File: config.mk
export PLATFORM = sky130hd
export DESIGN_NAME = multdiv_ctrl
export DESIGN_NICKNAME = d
export VERILOG_FILES = /design/src/rtl/multdiv_ctrl_pkg.sv /design/src/rtl/multdiv_ctrl_watchdog.sv /design/src/rtl/multdiv_ctrl.sv
export SDC_FILE = /design/constraint.sdc
export NUM_CORES = 1
export LEC_CHECK = 0
export ABC_AREA = 0
export BUFFER_PORTS_ARGS = -buffer_cell sky130_fd_sc_hd__buf_4
export CORE_ASPECT_RATIO = 0.75
export CORE_MARGIN = 4
export CORE_UTILIZATION = 47
export DETAILED_ROUTE_END_ITERATION = 10
export PLACE_DENSITY = 0.87
export SYNTH_ARGS = -nofsm -noshare
export SYNTH_HDL_FRONTEND = slang
export SYNTH_SLANG_ARGS = --single-unit
File: constraint.sdc
create_clock -name clock -period 2.4 [get_ports clock]
set_input_delay 0.36 -clock clock [delete_from_list [all_inputs] [get_ports clock]]
set_output_delay 0.36 -clock clock [all_outputs]
set_load 0.1 [all_outputs]
File: src/rtl/multdiv_ctrl_pkg.sv
// Shared opcode constants and FSM encoding for the execute-stage multdiv controller.
package processor_defs;

  localparam logic [4:0] OP_ALU    = 5'b00000;
  localparam logic [4:0] ALUOP_MUL = 5'b00110;
  localparam logic [4:0] ALUOP_DIV = 5'b00111;

  typedef enum logic [1:0] {
    ST_IDLE  = 2'b00,
    ST_START = 2'b01,
    ST_WAIT  = 2'b10,
    ST_DONE  = 2'b11
  } md_state_e;

endpackage

File: src/rtl/multdiv_ctrl_watchdog.sv
// Cycle counter with clear/enable; tc flags the last allowed WAIT cycle.
module md_watchdog #(
  parameter int TIMEOUT = 64,
  parameter int CNT_W   = 7
) (
  input  logic clock,
  input  logic reset,
  input  logic clr,
  input  logic en,
  output logic tc
);

  logic [CNT_W-1:0] cnt;

  always_ff @(posedge clock or posedge reset) begin
    if (reset)    cnt <= '0;
    else if (clr) cnt <= '0;
    else if (en)  cnt <= cnt + 1'b1;
  end

  assign tc = (cnt == CNT_W'(TIMEOUT - 1));

endmodule

File: src/rtl/multdiv_ctrl.sv
// Execute-stage mul/div controller: issues a start pulse, stalls until the unit
// answers or the watchdog fires, then presents a one-cycle result packet.
module multdiv_ctrl
  import processor_defs::*;
#(
  parameter int TIMEOUT = 64,
  parameter int CNT_W   = 7
) (
  input  logic        clock,
  input  logic        reset,
  input  logic [4:0]  x_op,
  input  logic [4:0]  x_aluop,
  input  logic [4:0]  x_rd,
  input  logic        flush,
  input  logic        md_ready,
  input  logic        md_exception,
  input  logic [31:0] md_result,
  output logic        ctrl_mult,
  output logic        ctrl_div,
  output logic        stall,
  output logic        res_valid,
  output logic [31:0] res_data,
  output logic        res_ovf,
  output logic [4:0]  res_rd,
  output logic        res_is_div
);

  md_state_e  state;
  logic       is_mul, is_div, is_md;
  logic [4:0] rd_q;
  logic       div_q;
  logic       wd_tc;

  assign is_mul = (x_op == OP_ALU) && (x_aluop == ALUOP_MUL);
  assign is_div = (x_op == OP_ALU) && (x_aluop == ALUOP_DIV);
  assign is_md  = is_mul | is_div;

  md_watchdog #(.TIMEOUT(TIMEOUT), .CNT_W(CNT_W)) u_wd (
    .clock (clock),
    .reset (reset),
    .clr   (state != ST_WAIT),
    .en    (state == ST_WAIT),
    .tc    (wd_tc)
  );

  // Detection stall must be visible in the same cycle, so it is the one
  // combinational output; gated by reset so everything reads 0 during reset.
  assign stall = ~reset & ((state == ST_START) || (state == ST_WAIT) ||
                           ((state == ST_IDLE) && is_md && !flush));

  always_ff @(posedge clock or posedge reset) begin
    if (reset) begin
      state      <= ST_IDLE;
      rd_q       <= '0;
      div_q      <= 1'b0;
      ctrl_mult  <= 1'b0;
      ctrl_div   <= 1'b0;
      res_valid  <= 1'b0;
      res_data   <= '0;
      res_ovf    <= 1'b0;
      res_rd     <= '0;
      res_is_div <= 1'b0;
    end else begin
      ctrl_mult <= 1'b0;
      ctrl_div  <= 1'b0;
      res_valid <= 1'b0;
      case (state)
        ST_IDLE: if (is_md && !flush) begin
          state     <= ST_START;
          rd_q      <= x_rd;
          div_q     <= is_div;
          ctrl_mult <= ~is_div;
          ctrl_div  <= is_div;
        end
        ST_START: state <= flush ? ST_IDLE : ST_WAIT;
        ST_WAIT: begin
          // res_* is only touched on completion so a squashed op leaves it intact
          if (flush) begin
            state <= ST_IDLE;
          end else if (md_ready || wd_tc) begin
            state      <= ST_DONE;
            res_valid  <= 1'b1;
            res_data   <= md_ready ? md_result : 32'd0;
            res_ovf    <= md_ready ? md_exception : 1'b1;
            res_rd     <= rd_q;
            res_is_div <= div_q;
          end
        end
        ST_DONE: state <= ST_IDLE;
        default: state <= ST_IDLE;
      endcase
    end
  end

endmodule

==> flow_summary.ini <==
[run_status]
status = complete, no violations

[clock_network]
cts.repair.resized = 0
cts_sinks = 57
ctsLongestPathBuffers = 2
postCtsHoldBufs = 0
cts_buffers = 9
worstSkewPairLatency_ns = 0.33
clock-root-buffer = clkbuf_8
postCtsSetupRepairBufs = 0
clk_pin_slew_ns = 0.06
cts_tree = yes
htreeDepth = 3

[worst_setup_path]
crit_start = state[1]
critPathKind = reg2out
crit_path_start_kind = flop
crit_required_ns = 2.04
cp.arrival_ns = 1.67
cp_max_fo = 5
endpoint_kind = output pin
crit_slowest_cell = dfrtp_1
worstPathCellList = inv_1 -> ha_1 -> nand4_2 -> a21oi_2 -> buf_4
critPathMaxStageDelay_ns = 0.42
r2r-start = state[0]

[timing]
layout_min_cycle_time_ns = 2.03
hold_viol_final = 0
post-route-period-util = 0.847
maxSlewHeadroom = 0.540
slew_viol_final = 0
grt_setup_unrepaired = no
fin_tns_setup_ns = 0
finalSetupViolations = 0
fmaxAchievable_mhz = 492
worst_clock_skew_ns = 0.00925
final.setup.worst_slack_ns = 0.367
worstMarginPinSlew_ns = 0.690

[die]
core_mm2 = 0.00457
rows = 21
die_w_um = 88.5
die_h_um = 68.4
io_pins = 95
dieArea_mm2 = 0.00606
initial_core_util = 0.500

[synthesis]
synth.distinct_cells = 37
synth_top_flop_cell = dfrtp_1
synth.net_count = 221
yosys_warnings = 0
async_flop_share = 1.00
avgSynthCellArea_um2 = 13.9
ys_seq_elements = 57
synth_edf_count = 0
syn_inst = 165
synthesis.area_mm2 = 0.00229
yosysSeqAreaShare = 0.624

[worst_hold_path]
hold_start = x_aluop[0]
min_path_type = in2reg

[route]
drt_first_pass_iters = 4
final_antenna_net_count = 0
drc_errors = 0
drt_iter0_markers = 78
via_per_inst = 5.26
wire_per_inst_um = 15.9
routed_wl_um = 5220
via_count = 1725

[final_layout]
syn_to_final_growth_pct = 41.7
nFillCells = 338
nNetsFinal = 323
drive_gt1_frac = 0.465
antenna-diode-count = 0

[place]
dp_hpwl_um = 3760
preCtsSetupSlack_ns = 0.479
io_buffers = 94
routabilityCongestion = 0.726

[global_route]
grt_pass1_vias = 1803
grt_pass1_wl_um = 8400
antenna_found_initial = 0
grt_overflow = 0
grt_start_max_net_pins = 58
grtUsageTotal = 0.187

[run]
maxCapViolCount = 0
## cell usage after synthesis, drive strengths merged, types with 2 or more instances
library cell | n | area share
buf | 6 | 0.024
a311oi | 2 | 0.0077
dfrtp | 57 | 0.62
a22o | 32 | 0.12
ha | 4 | 0.022
nand3 | 2 | 0.0044
and4bb | 2 | 0.011
a21oi | 5 | 0.016
and3b | 2 | 0.0077
nand4 | 2 | 0.0082
or3 | 2 | 0.0055
mux2 | 12 | 0.059
inv | 10 | 0.016
clkbuf | 2 | 0.0033
nand2 | 3 | 0.0049
nor2 | 6 | 0.0099
xor2 | 2 | 0.0077
o21ai | 2 | 0.0044
## per-layer routing
layer	vias up	GRT usage	wire [um]
met1	841	0.238	2300
li1	813	-	-
met3	8	0.0734	475
met4	0	0.0736	63
met5	-	0	0
met2	63	0.289	2390
## kinds of logic after synthesis
| family | count (synthesis) | synth area share |
|---|---|---|
| DFF | 57 | 0.624 |
| AOI/OAI and AO/OA | 46 | 0.169 |
| and+or+nand+nor | 25 | 0.0717 |
| buffers and inverters | 18 | 0.0432 |
| muxes | 12 | 0.0591 |
| adders and majority gates | 4 | 0.0219 |
| xor gates and xnor gates | 3 | 0.0115 |
## path summary, 6_finish.rpt
kind / end / slack, ns / cells after the start
setup / recovery: stall / 0.37 / 5
min in group asynchronous: div_q / 0.24 / 3
max in group asynchronous: u_wd.cnt[5] / 1.70 / 3
setup reg to reg: res_rd[4] / 0.51 / 6
hold reg to reg: u_wd.cnt[0] / 0.47 / 1
hold / removal: ctrl_mult / 0.21 / 2
## cells in the final DEF (no fill, tap or decap), types with 2 or more instances in the layout
cell type	count
a21oi_1	3
inv_2	2
a22o_1	32
mux2_1	6
o21ai_0	2
nor2_1	6
dfrtp_1	57
a311oi_1	2
nand2_1	3
ha_1	4
inv_1	8
clkinv_2	2
mux2_2	6
and3b_1	2
buf_4	99
nand3_1	2
xor2_1	2
clkbuf_8	11
or3_1	2
## sequential cells by signal (all words and copies together), names as in the netlist
register / cells
res_rd: 5
ctrl_mult: 1
res_ovf: 1
ctrl_div: 1
rd_q: 5
res_valid: 1
u_wd.cnt: 7
res_data: 32
state: 2
div_q: 1
res_is_div: 1
## layout make-up
cell class                 instances  area, um2  share of cell area
clock buffer                      12        155              0.0479
clock inverter                     3       40.0              0.0124
inverter                          10       37.5              0.0116
multi-input combinational         90        764               0.236
sequential                        57       1430               0.440
tap                               57       71.3              0.0220
timing repair buffer              99        743               0.230
## through the flow
step	utilization	instance area [um2]	instances	hold WS (ns)
2_1_floorplan	-	2290	165	0.432
6_report	0.708	3240	328	0.205
5_1_grt	0.708	3240	328	0.198
3_3_place_gp	0.666	3040	313	0.452
4_1_cts	0.708	3240	328	0.191
3_5_place_dp	0.666	3040	313	0.455
## worst max-delay path: cells and delay by family (launching register included)
| kind | cells | cell delay (ns) |
|---|---|---|
| flops | 1 | 0.42 |
| buf+inv | 2 | 0.39 |
| fa+ha+maj | 1 | 0.24 |
| compound gates | 1 | 0.16 |
| simple gates | 1 | 0.13 |
Power is left out: the tool's default activity adds up to more than one toggle a clock period on the data nets, which glitch-free logic cannot reach.
